File: src/rtl/ram_fifo_ctrl_pkg.sv
`default_nettype none
// =============================================================================
// ram_fifo_ctrl_pkg : shared constants and FSM state type for the RAM FIFO
// Revision: 1.0
// =============================================================================
package ram_fifo_ctrl_pkg;

    localparam int RAM_FIFO_DATA_W = 8;
    localparam int RAM_FIFO_ADDR_W = 7;
    localparam int RAM_FIFO_DEPTH  = 2 ** RAM_FIFO_ADDR_W;

    typedef enum logic [0:0] {
        IDLE    = 1'b0,
        RD_WAIT = 1'b1
    } fifo_state_e;

endpackage : ram_fifo_ctrl_pkg
`default_nettype wire

File: src/rtl/ram_fifo_ptr.sv
`default_nettype none
// =============================================================================
// ram_fifo_ptr : wrapping RAM address pointer with increment enable
// Revision: 1.0
// =============================================================================
module ram_fifo_ptr
    import ram_fifo_ctrl_pkg::*;
#(
    parameter int ADDR_W = RAM_FIFO_ADDR_W
) (
    input  logic              clk,
    input  logic              reset_n,
    input  logic              inc,
    output logic [ADDR_W-1:0] ptr
);

    localparam logic [ADDR_W-1:0] C_PTR_ONE = {{(ADDR_W-1){1'b0}}, 1'b1};

    logic [ADDR_W-1:0] r_ptr;

    // Natural binary wrap keeps the pointer inside the power-of-two RAM.
    always_ff @(posedge clk) begin
        if (!reset_n) begin
            r_ptr <= '0;
        end else if (inc) begin
            r_ptr <= r_ptr + C_PTR_ONE;
        end
    end

    assign ptr = r_ptr;

endmodule : ram_fifo_ptr
`default_nettype wire

File: src/rtl/ram_fifo_ctrl.sv
`default_nettype none
// =============================================================================
// ram_fifo_ctrl : valid/ready FIFO controller over a single-port registered RAM
// Optional RAM_FIFO_BYPASS_EN: a write into an empty FIFO loads the output
// register directly. Revision: 1.0
// =============================================================================
module ram_fifo_ctrl
    import ram_fifo_ctrl_pkg::*;
#(
    parameter int DATA_W = RAM_FIFO_DATA_W,
    parameter int ADDR_W = RAM_FIFO_ADDR_W,
    parameter int DEPTH  = 2 ** ADDR_W
) (
    input  logic              clk,
    input  logic              reset_n,
    input  logic              wr_valid,
    input  logic [DATA_W-1:0] wr_data,
    output logic              wr_ready,
    output logic              rd_valid,
    output logic [DATA_W-1:0] rd_data,
    input  logic              rd_ready,
    output logic [ADDR_W:0]   count,
    output logic              full,
    output logic              empty,
    output logic [ADDR_W-1:0] ram_a,
    output logic [DATA_W-1:0] ram_d,
    output logic              ram_we,
    input  logic [DATA_W-1:0] ram_q
);

    localparam logic [ADDR_W:0] C_FULL_CNT = (ADDR_W + 1)'(DEPTH);
    localparam logic [ADDR_W:0] C_CNT_ONE  = {{ADDR_W{1'b0}}, 1'b1};

    fifo_state_e       r_state;
    fifo_state_e       w_state_nxt;
    logic [ADDR_W-1:0] w_wr_ptr;
    logic [ADDR_W-1:0] w_rd_ptr;
    logic [ADDR_W:0]   r_ram_cnt;
    logic              r_out_valid;
    logic [DATA_W-1:0] r_out_reg;

    logic              w_rd_issue;
    logic              w_full;
    logic              w_wr_ready;
    logic              w_wr_acc;
    logic              w_pop;
    logic              w_bypass;
    logic              w_ram_wr;
    logic              w_in_flight;
    logic [ADDR_W:0]   w_count;
    logic [ADDR_W-1:0] w_ram_a;
    logic [DATA_W-1:0] w_ram_d;
    logic              w_ram_we;

    // Read issue depends only on registers so rd_ready never reaches the RAM port.
    assign w_rd_issue  = (r_state == IDLE) && (r_ram_cnt != '0) && !r_out_valid;
    assign w_full      = (r_ram_cnt == C_FULL_CNT);
    assign w_wr_ready  = !w_full && !w_rd_issue;
    assign w_wr_acc    = wr_valid && w_wr_ready;
    assign w_pop       = r_out_valid && rd_ready;
    assign w_in_flight = (r_state == RD_WAIT);
    assign w_count     = r_ram_cnt
                       + {{ADDR_W{1'b0}}, w_in_flight}
                       + {{ADDR_W{1'b0}}, r_out_valid};

`ifdef RAM_FIFO_BYPASS_EN
    assign w_bypass = w_wr_acc && (w_count == '0);
`else
    assign w_bypass = 1'b0;
`endif

    assign w_ram_wr = w_wr_acc && !w_bypass;

    ram_fifo_ptr #(
        .ADDR_W (ADDR_W)
    ) u_wr_ptr (
        .clk     (clk),
        .reset_n (reset_n),
        .inc     (w_ram_wr),
        .ptr     (w_wr_ptr)
    );

    ram_fifo_ptr #(
        .ADDR_W (ADDR_W)
    ) u_rd_ptr (
        .clk     (clk),
        .reset_n (reset_n),
        .inc     (w_rd_issue),
        .ptr     (w_rd_ptr)
    );

    always_ff @(posedge clk) begin
        if (!reset_n) begin
            r_state <= IDLE;
        end else begin
            r_state <= w_state_nxt;
        end
    end

    always_comb begin
        w_state_nxt = r_state;
        w_ram_a     = w_rd_ptr;
        w_ram_d     = '0;
        w_ram_we    = 1'b0;
        case (r_state)
            IDLE:    if (w_rd_issue) w_state_nxt = RD_WAIT;
            RD_WAIT: w_state_nxt = IDLE;
            default: w_state_nxt = IDLE;
        endcase
        // Writes never coincide with an issue cycle, so the port is free here.
        if (w_ram_wr) begin
            w_ram_a  = w_wr_ptr;
            w_ram_d  = wr_data;
            w_ram_we = 1'b1;
        end
    end

    always_ff @(posedge clk) begin
        if (!reset_n) begin
            r_ram_cnt <= '0;
        end else if (w_ram_wr) begin
            r_ram_cnt <= r_ram_cnt + C_CNT_ONE;
        end else if (w_rd_issue) begin
            r_ram_cnt <= r_ram_cnt - C_CNT_ONE;
        end
    end

    // The RAM read completes in RD_WAIT; a discarded read simply never loads.
    always_ff @(posedge clk) begin
        if (!reset_n) begin
            r_out_valid <= 1'b0;
            r_out_reg   <= '0;
        end else if (r_state == RD_WAIT) begin
            r_out_valid <= 1'b1;
            r_out_reg   <= ram_q;
        end else if (w_bypass) begin
            r_out_valid <= 1'b1;
            r_out_reg   <= wr_data;
        end else if (w_pop) begin
            r_out_valid <= 1'b0;
        end
    end

    // Outputs show the cleared values for the whole time reset_n is low.
    assign wr_ready = !reset_n || w_wr_ready;
    assign rd_valid = reset_n && r_out_valid;
    assign rd_data  = reset_n ? r_out_reg : '0;
    assign count    = reset_n ? w_count : '0;
    assign full     = reset_n && w_full;
    assign empty    = !reset_n || (w_count == '0);
    assign ram_a    = reset_n ? w_ram_a : '0;
    assign ram_d    = reset_n ? w_ram_d : '0;
    assign ram_we   = reset_n && w_ram_we;

endmodule : ram_fifo_ctrl
`default_nettype wire
File: config.mk
export PLATFORM = sky130hd
export DESIGN_NAME = ram_fifo_ctrl
export DESIGN_NICKNAME = d
export VERILOG_FILES = /design/src/rtl/ram_fifo_ctrl_pkg.sv /design/src/rtl/ram_fifo_ptr.sv /design/src/rtl/ram_fifo_ctrl.sv
export SDC_FILE = /design/constraint.sdc
export NUM_CORES = 1
export LEC_CHECK = 0
export ABC_AREA = 1
export BUFFER_PORTS_ARGS = -buffer_cell sky130_fd_sc_hd__buf_2
export CORE_MARGIN = 5
export CORE_UTILIZATION = 48
export DETAILED_ROUTE_END_ITERATION = 10
export PLACE_DENSITY = 0.83
export SYNTH_ARGS = -nofsm -noshare
export SYNTH_HDL_FRONTEND = slang
export SYNTH_SLANG_ARGS = --single-unit
export TNS_END_PERCENT = 10
File: constraint.sdc
create_clock -name clk -period 2.5 [get_ports clk]
set_input_delay 0.75 -clock clk [delete_from_list [all_inputs] [get_ports clk]]
set_output_delay 0.75 -clock clk [all_outputs]
set_load 0.03 [all_outputs]
* After elaboration in Yosys (flattened, before gate mapping)
Cells that the tools add are included.
Word-level totals: memories kept 0, bits in read-only memories 0, logic and storage cells 45, memory bits (writable) 0, output and inout bits 36, latch bits 0, bits in registers 32
Operators by class: muxes and demuxes 13, eq/ne operators 1, divide/modulo/power cells 0, multiply operators 0, reductions and logical operators 18, shifts and indexed selects 0, bitwise logic cells 1, order comparisons 0, add/subtract/negate cells 6
Operator list (count):
- two-way mux 8 bit | 6
- adder 8 x 1 -> 8 bit | 2
- adder 7 x 1 -> 7 bit, second input constant | 2
- two-way mux 7 bit | 2
- adder 8 x 1 -> 8 bit, second input constant | 1
- equality test 8 bit, second input constant | 1
- logical AND 1 bit | 8
- logical NOT 8 bit | 1
- nonzero test 8 bit | 1
- subtractor 8 x 1 -> 8 bit, second input constant | 1
- logical NOT 1 bit | 4
- two-way mux 1 bit | 4
- nonzero test 2 bit | 2
- logical OR 1 bit | 2
- one-hot mux 1 bit (2 select lines) | 1
- NOT 1 bit | 1

* Longest topological paths before layout
Gate-level depths: netlist of the first run.
depth in word-level cells 8, depth in mapped cells 17

* Modules after synthesis
From an unflattened synthesis of the first run, not the netlist that was laid out.
Unflattened totals: cell total of the unflattened synthesis 324, area, all modules 2127.0 µm²
Modules (own cells, without submodules):
- ram_fifo_ctrl | cells each 240, area each 1506.4 µm², sequential area each 360.3 µm², times used 1
- ram_fifo_ptr | cells each 42, area each 310.3 µm², sequential area each 140.1 µm², times used 2

* Worst setup path before layout of the first run
Ideal clock, no wire load.
kind register to output, start point register r_ram_cnt[0], end point output port count[4], setup slack -0.059 ns, stages on the path, launching flop included 9, path buffers 0, required time 1.750 ns, arrival time 1.809 ns, path through dfxtp_1 > fa_1 > ha_1 > nand2_1 > inv_1 > nand2_1 > xor2_1 > inv_1 > nor2_1
On the way: word-level cells in the longest chain between the ends 3
RTL lines:
- start, declared | RTL line ram_fifo_ctrl.sv:38 | logic [ADDR_W:0] r_ram_cnt;
- start signal, assigned | RTL line ram_fifo_ctrl.sv:122 | r_ram_cnt <= r_ram_cnt + C_CNT_ONE;
- start signal, assigned | RTL line ram_fifo_ctrl.sv:124 | r_ram_cnt <= r_ram_cnt - C_CNT_ONE;
- adder 8 x 1 -> 8 bit | RTL line ram_fifo_ctrl.sv:63 | + {{ADDR_W{1'b0}}, w_in_flight}
- adder 8 x 1 -> 8 bit | RTL line ram_fifo_ctrl.sv:64 | + {{ADDR_W{1'b0}}, r_out_valid};
- two-way mux 8 bit | RTL line ram_fifo_ctrl.sv:148 | assign count = reset_n ? w_count : '0;
- end, declared | RTL line ram_fifo_ctrl.sv:22 | output logic [ADDR_W:0] count,
Every way passes these cells.

* Worst setup path after layout of the first run
start point register r_state, end point output port empty
On the way: word-level cells in the longest chain between the ends 4
RTL lines:
- start, declared | RTL line ram_fifo_ctrl.sv:34 | fifo_state_e r_state;
- start signal, assigned | RTL line ram_fifo_ctrl.sv:96 | r_state <= w_state_nxt;
- adder 8 x 1 -> 8 bit | RTL line ram_fifo_ctrl.sv:63
- adder 8 x 1 -> 8 bit | RTL line ram_fifo_ctrl.sv:64
- logical NOT 8 bit | RTL line ram_fifo_ctrl.sv:150 | assign empty = !reset_n || (w_count == '0);
- logical OR 1 bit | RTL line ram_fifo_ctrl.sv:150
- end, declared | RTL line ram_fifo_ctrl.sv:24 | output logic empty,
Every way passes these cells.

==> results.cfg, run 1 <==
[synthesis]
synth-edff-count = 0
synth_area_leaders = dfxtp_1 (30%), nand2_1 (13%), inv_1 (10%), nor2_1 (9.1%), a21oi_1 (5.4%)
synth_cell_type_count = 29
syn-num-nets = 363
postSynth.asyncResetShare = 0
synthTopCellsByCount = nand2_1 (73), inv_1 (57), nor2_1 (52), dfxtp_1 (32), a21oi_1 (23)
netlist.area_leader.share = 0.299
yosysWarnings = 0
syn_area_sq_um = 2150
synth_area_per_cell_sq_um = 6.46
synth_ff_type = dfxtp_1
syn-instance-count = 332
yosysSeqAreaShare = 0.299
yosysMostFrequentCell = nand2_1
synth-seq-cells = 32
synth_top_cell_by_area = dfxtp_1

[place]
place_area_sq_um = 2540
io_buffer_count = 55
dp_hpwl_um = 4080
pre_cts_ws_ns = -0.0295
place.gp.congestion = 0.912

[layout]
area_delta_synth_final_pct = 34.3
finalInstanceArea_sq_um = 2880
post-route-util = 0.662
antenna_cells = 0
drive_gt1_frac = 0.294
fin_nets = 432

[floorplanning]
dieArea_sq_um = 5910
num_io_pins = 56
start_util = 0.493
rows = 24
core-area_sq_um = 4350
die_h_um = 76.9
die_x_um = 76.9

[power_and_ir_drop]
vdd_drop_max_mv = 0.658
power.total_w = 0.00349
p_per_area_nw_per_um2 = 1210
total_leakage_power_nw = 1.53

[routing]
wl_met3_um = 314
drt_drc_violations_left = 0
wl_met1_um = 2280
drt_iter0_markers = 162
drtPass1Iterations = 4
maxUsedRoutingLayer = met4
wl_per_cell_um = 12.9
wl_met2_um = 3170
num_vias = 2315
detail-route-antenna-nets = 0
via_per_inst = 5.10
finalWirelength_um = 5850

[timing]
finalSetupTns_ns = -1.25
rsz0062_at_grt = yes
worstMarginPinSlew_ns = 0.269
hold_violations = 0
slew_headroom = 0.820
skew_ns = 0.00597
fin_ws_ns = -0.187
fin_crit_sh = 1.07
fmaxAchievable_mhz = 372
finalCriticalPeriod_ns = 2.69
finalSetupViolCount = 15
slew_viol_final = 0

[clocking]
htreeDepth = 2
cts_inserted_buffers = 5
cts_root_buffer = clkbuf_8
clock_sinks = 32
hold_buffers = 0
cts_max_path_buffers = 2
cts_tree = done
clk_pin_slew_ns = 0.07
clk_latency_ns = 0.29

[min_path]
whs_endpoint = u_rd_ptr.ptr[5]$_SDFFE_PN0P_
hold_path_class = register to register
worstHoldStart = u_rd_ptr.ptr[5]$_SDFFE_PN0P_
hold_path_depth = 2

[setup_path]
crit_fanout = 3
reg2reg_to = r_ram_cnt[4]$_SDFFE_PN0P_
cp.arrival_ns = 1.94
critical_path.top_delay_family = simple AND/OR/NAND/NOR gates
crit_path_cell_trace = fa_2 -> buf_6 -> nand3_4 -> nor2_4 -> nand3_1 -> nand2_1 -> nor2_1 -> nand3_1 -> nand2_1 -> buf_6
r2r_slack_ns = 0.14
criticalPathCategory = register to output pin
cp.required_ns = 1.75
slowest_stage = fa_2
cp_slowest_stage_delay_ns = 0.44
crit_buf_inv = 2
reg2regPathDepth = 12
end_kind = output pin
cp-start-kind = register
startpoint = r_state$_SDFF_PP0_
regToRegStartpoint = r_ram_cnt[0]$_SDFFE_PN0P_

[grt]
antenna_found_initial = 0
grt_max_degree = 27
grt_pass1_wl_um = 9450
grt-ovfl-total = 0
grt_pass1_vias = 2130
track_usage = 0.194

[run_status]
violations = negative setup slack
outcome = finished with violations

[run]
max-cap-violations = 0
==> layer usage <==
metal	track usage	vias up
met5	0	-
li1	-	1165
met4	0.0857	0
met3	0.0386	6
met1	0.221	1078
met2	0.347	66
==> where the power goes <==
group	leakage [nW]	total [W]	internal [W]	switching (W)
clock	0.0645	0.000548	0.000352	0.000196
sequential	0.265	0.000810	0.000659	0.000151
combinational	1.20	0.00213	0.000787	0.00134
==> worst max path at each step <==
stage | endpoint | cells past startpoint
2_1_floorplan | ram_a[2] | 6
3_3_place_gp | empty | 10
3_5_place_dp | empty | 10
4_1_cts | empty | 10
5_1_grt | empty | 8
6_report | empty | 10
==> stage by stage <==
stage          std cells  hold WS, ns
2_1_floorplan        332        0.444
3_3_place_gp         443        0.453
3_5_place_dp         443        0.465
4_1_cts              453        0.476
5_1_grt              454        0.494
6_report             454        0.469
==> logic make-up after synthesis <==
logic type,count (synthesis),synth area share
AOI/OAI and AO/OA,50,0.131
and+or+nand+nor,157,0.313
xor gates and xnor gates,13,0.0531
adders and majority gates,11,0.0711
DFF,32,0.299
buffers and inverters,69,0.134
==> layout make-up <==
| class | instances | area [sq um] |
|---|---|---|
| timing repair buffer | 71 | 479 |
| clock inverter | 1 | 30.0 |
| fill | 352 | 1470 |
| sequential | 32 | 647 |
| multi-input combinational | 231 | 1320 |
| tap | 52 | 65.1 |
| inverter | 60 | 240 |
| clock buffer | 7 | 96.3 |
==> worst reg2reg max path: stages, from the launching register on <==
cell and delay (ns):
dfxtp_1 0.33, buf_4 0.17, nor2_2 0.11, nand2_2 0.09
o21ai_4 0.17, nand2_4 0.10, buf_12 0.17, ha_1 0.38
a21oi_1 0.25, nand2_1 0.13, xor2_1 0.16, o21ai_0 0.15
nor2_1 0.05
==> repair_timing <==
item                       in CTS  in global routing
setup endpoints to repair      24                 26
setup buffers                   2                  1
resized for setup              20                 53
pin swaps                       9                  4
==> layout by cell type, fill, tap and decap left out, types with 5 or more instances in the layout <==
cell type	n
nand2_1	71
inv_1	56
nor2_1	44
buf_2	37
dfxtp_1	27
buf_4	25
a21oi_1	21
nand3_1	12
o21ai_0	11
xor2_1	11
o22ai_1	8
nor2_2	7
ha_1	7
clkbuf_8	7
buf_6	7
nor2_4	5
o21ai_1	5
nor3_1	5
dfxtp_2	5
No activity file was read; power rests on OpenSTA's default activity.
==> inputs of run 2 (changes only) <==
--- a/config.mk
+++ b/config.mk
@@ -7,10 +7,11 @@
 export LEC_CHECK = 0
 export ABC_AREA = 1
 export BUFFER_PORTS_ARGS = -buffer_cell sky130_fd_sc_hd__buf_2
-export CORE_MARGIN = 5
+export CORE_MARGIN = 4
 export CORE_UTILIZATION = 48
 export DETAILED_ROUTE_END_ITERATION = 10
 export PLACE_DENSITY = 0.83
+export SKIP_LAST_GASP = 1
 export SYNTH_ARGS = -nofsm -noshare
 export SYNTH_HDL_FRONTEND = slang
 export SYNTH_SLANG_ARGS = --single-unit
==> run 2 against run 1 <==
  * The run still ends with negative setup slack left
  * Sequential cell count stayed put
  * Sequential share of layout area rose by 1.2 points
  * Register-to-register slack lost 0.02 ns
  * Non-clock buffer count down 1
  * Clock skew down 0.00092 ns
  * Highest routed layer unchanged
  * Sequential power down 2%
  * Core utilization is 3.4 points lower
  * Combinational power decreased by 8%
==> results.cfg, run 2 (synthesis results as in run 1) <==
[min_path]
hold_path_class = register to register

[layout]
final_common_cell = nand2_1
fin_cells = 453
layout_common_cells = nand2_1 (72), inv_1 (56), nor2_1 (48)
area_delta_synth_final_pct = 27.4
drive_gt1_frac = 0.267
fillers = 398
fin_nets = 431
antenna_cells = 0
finalInstanceArea_sq_um = 2730

[power_and_ir_drop]
pwr-share-seq = 0.244
power.total_w = 0.00326
p_switching_w = 0.00159
vdd_drop_max_mv = 0.717
pwr-share-clk = 0.151
p_comb_frac = 0.606
p_sw_frac = 0.488
p_per_area_nw_per_um2 = 1190
internal_power_w = 0.00167
total_leakage_power_nw = 1.49

[timing]
finalSetupViolCount = 14
fmaxAchievable_mhz = 373
hold_violations = 0
worstMarginPinSlew_ns = 0.258
fin_crit_sh = 1.07
fin_hold_ws_ns = 0.465
finalCriticalPeriod_ns = 2.68
finalSetupTns_ns = -1.36
slew_headroom = 0.828
fin_ws_ns = -0.183
rsz0062_at_grt = yes
skew_ns = 0.00505
slew_viol_final = 0

[floorplanning]
dieArea_sq_um = 5600
die_h_um = 74.9
num_io_pins = 56
rows = 24
core-area_sq_um = 4350
start_util = 0.493
die_x_um = 74.9

[clocking]
cts_root_buffer = clkbuf_8
cts_max_path_buffers = 2
clock_sinks = 32
clk_latency_ns = 0.28
hold_buffers = 0
clk_pin_slew_ns = 0.07
cts_inserted_buffers = 5
cts_tree = done
htreeDepth = 2

[run_status]
outcome = finished with violations
violations = negative setup slack

[place]
io_buffer_count = 55
place.gp.congestion = 0.879
dp_hpwl_um = 4060
place_area_sq_um = 2530
place_inst = 444

[setup_path]
cp.required_ns = 1.75
end_kind = output pin
criticalPathCategory = register to output pin
crit_fanout = 2
cp.arrival_ns = 1.93
cp-start-kind = register

[grt]
track_usage = 0.194
grt_pass1_wl_um = 8450
antenna_found_initial = 0
grt_pass1_vias = 1974
grt_max_degree = 14
grt-ovfl-total = 0

[run]
max-cap-violations = 0

[routing]
wl_per_cell_um = 11.7
via_per_inst = 4.88
drt_iter0_markers = 111
detail-route-antenna-nets = 0
drtPass1Iterations = 4
num_vias = 2212
finalWirelength_um = 5310
drt_drc_violations_left = 0
## run 2: changes by cell type in the layout (fill, tap and decap cells not counted), moves of 2 or more
cell      change
a21oi_1       +2
a21oi_2       -2
buf_2         +9
buf_4         -6
buf_6         -4
clkbuf_8      -2
nor2_1        +4
nor2_2        -3
## run 2: final timing paths
kind | slack (ns) | cells after the start | end | startpoint
max | -0.18 | 8 | empty | r_ram_cnt[0]$_SDFFE_PN0P_
min | 0.46 | 2 | u_rd_ptr.ptr[5]$_SDFFE_PN0P_ | u_rd_ptr.ptr[5]$_SDFFE_PN0P_
min reg2reg | 0.46 | 2 | u_rd_ptr.ptr[5]$_SDFFE_PN0P_ | u_rd_ptr.ptr[5]$_SDFFE_PN0P_
max reg2reg | 0.12 | 13 | r_ram_cnt[6]$_SDFFE_PN0P_ | r_ram_cnt[0]$_SDFFE_PN0P_
## run 2: per-layer routing
| layer | track usage | up-vias | wire length, um |
|---|---|---|---|
| met4 | 0.0613 | 0 | 80 |
| met3 | 0.0467 | 6 | 151 |
| met1 | 0.234 | 1005 | 2300 |
| met2 | 0.340 | 31 | 2780 |
| met5 | 0 | - | 0 |
| li1 | - | 1170 | - |
## run 2: power groups by stage
stage	Clock [W]	Sequential (W)	Combinational [W]
finish	0.000491	0.000795	0.00197
global route	0.000520	0.000814	0.00219
CTS	0.000499	0.000787	0.00193
detailed placement	0	0.000790	0.00189
global placement	0	0.000780	0.00184
floorplan	0	0.000774	0.00146
## run 2: timing repair
item / CTS / global route
setup endpoints to repair: 24 / 27
pin swaps: 3 / 2
hold endpoints to repair: 0 / 0
cloned: 0 / 0
resized for setup: 13 / 23
setup buffers: 1 / 0
## run 2: layout make-up
class / instances / area (sq um) / area share
Clock buffer: 6 / 72.6 / 0.0265
Inverter: 60 / 235 / 0.0860
Multi-Input combinational cell: 231 / 1260 / 0.460
Tap cell: 52 / 65.1 / 0.0238
Timing Repair Buffer: 70 / 422 / 0.154
Sequential cell: 32 / 647 / 0.237
Clock inverter: 2 / 35.0 / 0.0128
## run 2: metrics by stage
stage               setup WS [ns]  utilization
floorplan                 -0.0547            -
global placement           0.0430        0.582
detailed placement         0.0122        0.582
CTS                        -0.166        0.617
global route               -0.278        0.628
finish                     -0.183        0.628
## run 2: critical path, cell delays in order, from the launching register on
cell,delay (ns)
dfxtp_2,0.33
fa_2,0.39
buf_4,0.15
nand3_2,0.11
xor2_2,0.20
o211a_1,0.20
nand3_1,0.07
nand2_1,0.07
buf_6,0.13
==> inputs of run 3 (changes only) <==
--- a/config.mk
+++ b/config.mk
@@ -11,6 +11,7 @@
 export CORE_UTILIZATION = 48
 export DETAILED_ROUTE_END_ITERATION = 10
 export PLACE_DENSITY = 0.83
+export RECOVER_POWER = 25
 export SKIP_LAST_GASP = 1
 export SYNTH_ARGS = -nofsm -noshare
 export SYNTH_HDL_FRONTEND = slang
==> run 3 against run 2 <==
  * The flow still finishes with violations (negative setup slack)
  * Combinational power is essentially flat
  * Sequential power hardly changed
  * Critical path depth unchanged
  * Core utilization is 0.086 points lower
  * Die area did not move
  * Setup slack about the same
  * Sequential share of layout area barely moved
  * Clock skew about the same
  * Clock power about the same
  * First-iteration DRC count shrank 0.90%
  * Global-route usage unchanged
  * Critical path type unchanged
  * Largest power group unchanged
==> results.cfg, run 3 (synthesis results as in run 1) <==
[setup_path]
cp.required_ns = 1.75
reg2regPathDepth = 13
crit_buf_inv = 2
slowest_stage = fa_2
critPathCapture = empty
regToRegStartpoint = r_ram_cnt[0]$_SDFFE_PN0P_
critical_path.top_delay_family = adder cells
r2r_slack_ns = 0.12
reg2reg_to = r_ram_cnt[6]$_SDFFE_PN0P_
end_kind = output pin
criticalPathCategory = register to output pin
cp-start-kind = register
worst-path-stages = 8
cp.arrival_ns = 1.93
crit_path_cell_trace = fa_2 -> buf_4 -> nand3_2 -> xor2_2 -> o211a_1 -> nand3_1 -> nand2_1 -> buf_6
crit_fanout = 2
startpoint = r_ram_cnt[0]$_SDFFE_PN0P_
cp_slowest_stage_delay_ns = 0.39

[place]
place.gp.congestion = 0.879
place_inst = 444
dp_hpwl_um = 4060
io_buffer_count = 55

[timing]
fin_ws_ns = -0.183
hold_violations = 0
worstMarginPinSlew_ns = 0.432
rsz0062_at_grt = yes
finalSetupViolCount = 14
fin_hold_ws_ns = 0.465
fin_crit_sh = 1.07
fmaxAchievable_mhz = 373
finalCriticalPeriod_ns = 2.68
slew_headroom = 0.712
finalSetupTns_ns = -1.36
slew_viol_final = 0
skew_ns = 0.00505

[floorplanning]
die_h_um = 74.9
num_io_pins = 56
rows = 24
core-area_sq_um = 4350
die_x_um = 74.9
start_util = 0.493
dieArea_sq_um = 5600

[clocking]
clk_latency_ns = 0.28
cts_tree = done
cts_inserted_buffers = 5
clk_pin_slew_ns = 0.07
clock_sinks = 32
cts_root_buffer = clkbuf_8
cts_max_path_buffers = 2
htreeDepth = 2
hold_buffers = 0

[grt]
grt_pass1_wl_um = 8450
antenna_found_initial = 0
grt_max_degree = 14
track_usage = 0.194
grt-ovfl-total = 0
grt_pass1_vias = 1974

[power_and_ir_drop]
p_sw_frac = 0.488
vdd_drop_max_mv = 0.716
p_per_area_nw_per_um2 = 1190
total_leakage_power_nw = 1.49
pwr-share-clk = 0.151
internal_power_w = 0.00167
p_comb_frac = 0.606
pwr-share-seq = 0.244
p_switching_w = 0.00159

[layout]
fin_cells = 453
final_common_cell = nand2_1
drive_gt1_frac = 0.264
post-route-util = 0.627
layout_common_cells = nand2_1 (72), inv_1 (56), nor2_1 (48)
area_delta_synth_final_pct = 27.2
antenna_cells = 0
fin_nets = 431

[run_status]
outcome = finished with violations
violations = negative setup slack

[routing]
num_vias = 2202
via_per_inst = 4.86
drtPass1Iterations = 4
drt_iter0_markers = 110
drt_drc_violations_left = 0
finalWirelength_um = 5310
wl_per_cell_um = 11.7
detail-route-antenna-nets = 0

[min_path]
worstHoldStart = u_rd_ptr.ptr[5]$_SDFFE_PN0P_
hold_path_class = register to register

[run]
max-cap-violations = 0
## run 3: changes by cell type in the layout (fill, tap and decap cells not counted), sizes merged
cell    change
buf         -1
clkbuf      +1
## run 3: layer usage
layer,GRT usage,vias up,share of wire
met3,0.0467,6,0.028
met5,0,-,0
met4,0.0613,0,0.015
li1,-,1170,-
met2,0.340,30,0.52
met1,0.234,996,0.43
## run 3: timing repair
| action | in CTS | in global routing |
|---|---|---|
| pin swaps | 3 | 2 |
| resized for setup | 13 | 23 |
| setup endpoints to repair | 24 | 27 |
| setup buffers | 1 | 0 |
| cloned | 0 | 0 |
## run 3: cell type report
type | instances | area, sq um
Fill cell | 398 | 1620
Multi-Input combinational cell | 231 | 1260
Sequential cell | 32 | 647
Timing Repair Buffer | 70 | 418
Inverter | 60 | 235
Clock buffer | 6 | 72.6
Tap cell | 52 | 65.1
Clock inverter | 2 | 35.0
## run 3: power by group through the flow
stage	registers, W	logic, W	clock network (W)
after floorplan	0.000774	0.00146	0
after global placement	0.000780	0.00184	0
after detailed placement	0.000790	0.00189	0
after CTS	0.000787	0.00193	0.000499
after global routing	0.000814	0.00219	0.000520
final	0.000794	0.00197	0.000491
## run 3: worst min-delay path by stage
stage	slack (ns)	endpoint	cells past startpoint
detailed placement	0.46	u_rd_ptr.ptr[5]$_SDFFE_PN0P_	2
global route	0.49	u_rd_ptr.ptr[5]$_SDFFE_PN0P_	2
finish	0.46	u_rd_ptr.ptr[5]$_SDFFE_PN0P_	2
CTS	0.47	u_rd_ptr.ptr[5]$_SDFFE_PN0P_	2
global placement	0.45	u_rd_ptr.ptr[6]$_SDFFE_PN0P_	2
floorplan	0.44	u_rd_ptr.ptr[5]$_SDFFE_PN0P_	2
## run 3: worst reg2reg max path, delay by kind of cell, from the launching register on
kind | cells | cell delay, ns
buffers and inverters | 2 | 0.34
DFF | 1 | 0.33
adders and majority gates | 1 | 0.40
and+or+nand+nor | 8 | 0.90
AOI/OAI and AO/OA | 2 | 0.29
## run 3: per-stage QoR
| step | cell area [sq um] | total power, W | setup WS, ns |
|---|---|---|---|
| after floorplan | 2150 | 0.00223 | -0.0547 |
| after global placement | 2530 | 0.00262 | 0.0430 |
| after detailed placement | 2530 | 0.00268 | 0.0122 |
| after CTS | 2690 | 0.00322 | -0.166 |
| after global routing | 2730 | 0.00353 | -0.278 |
| final | 2730 | 0.00326 | -0.183 |
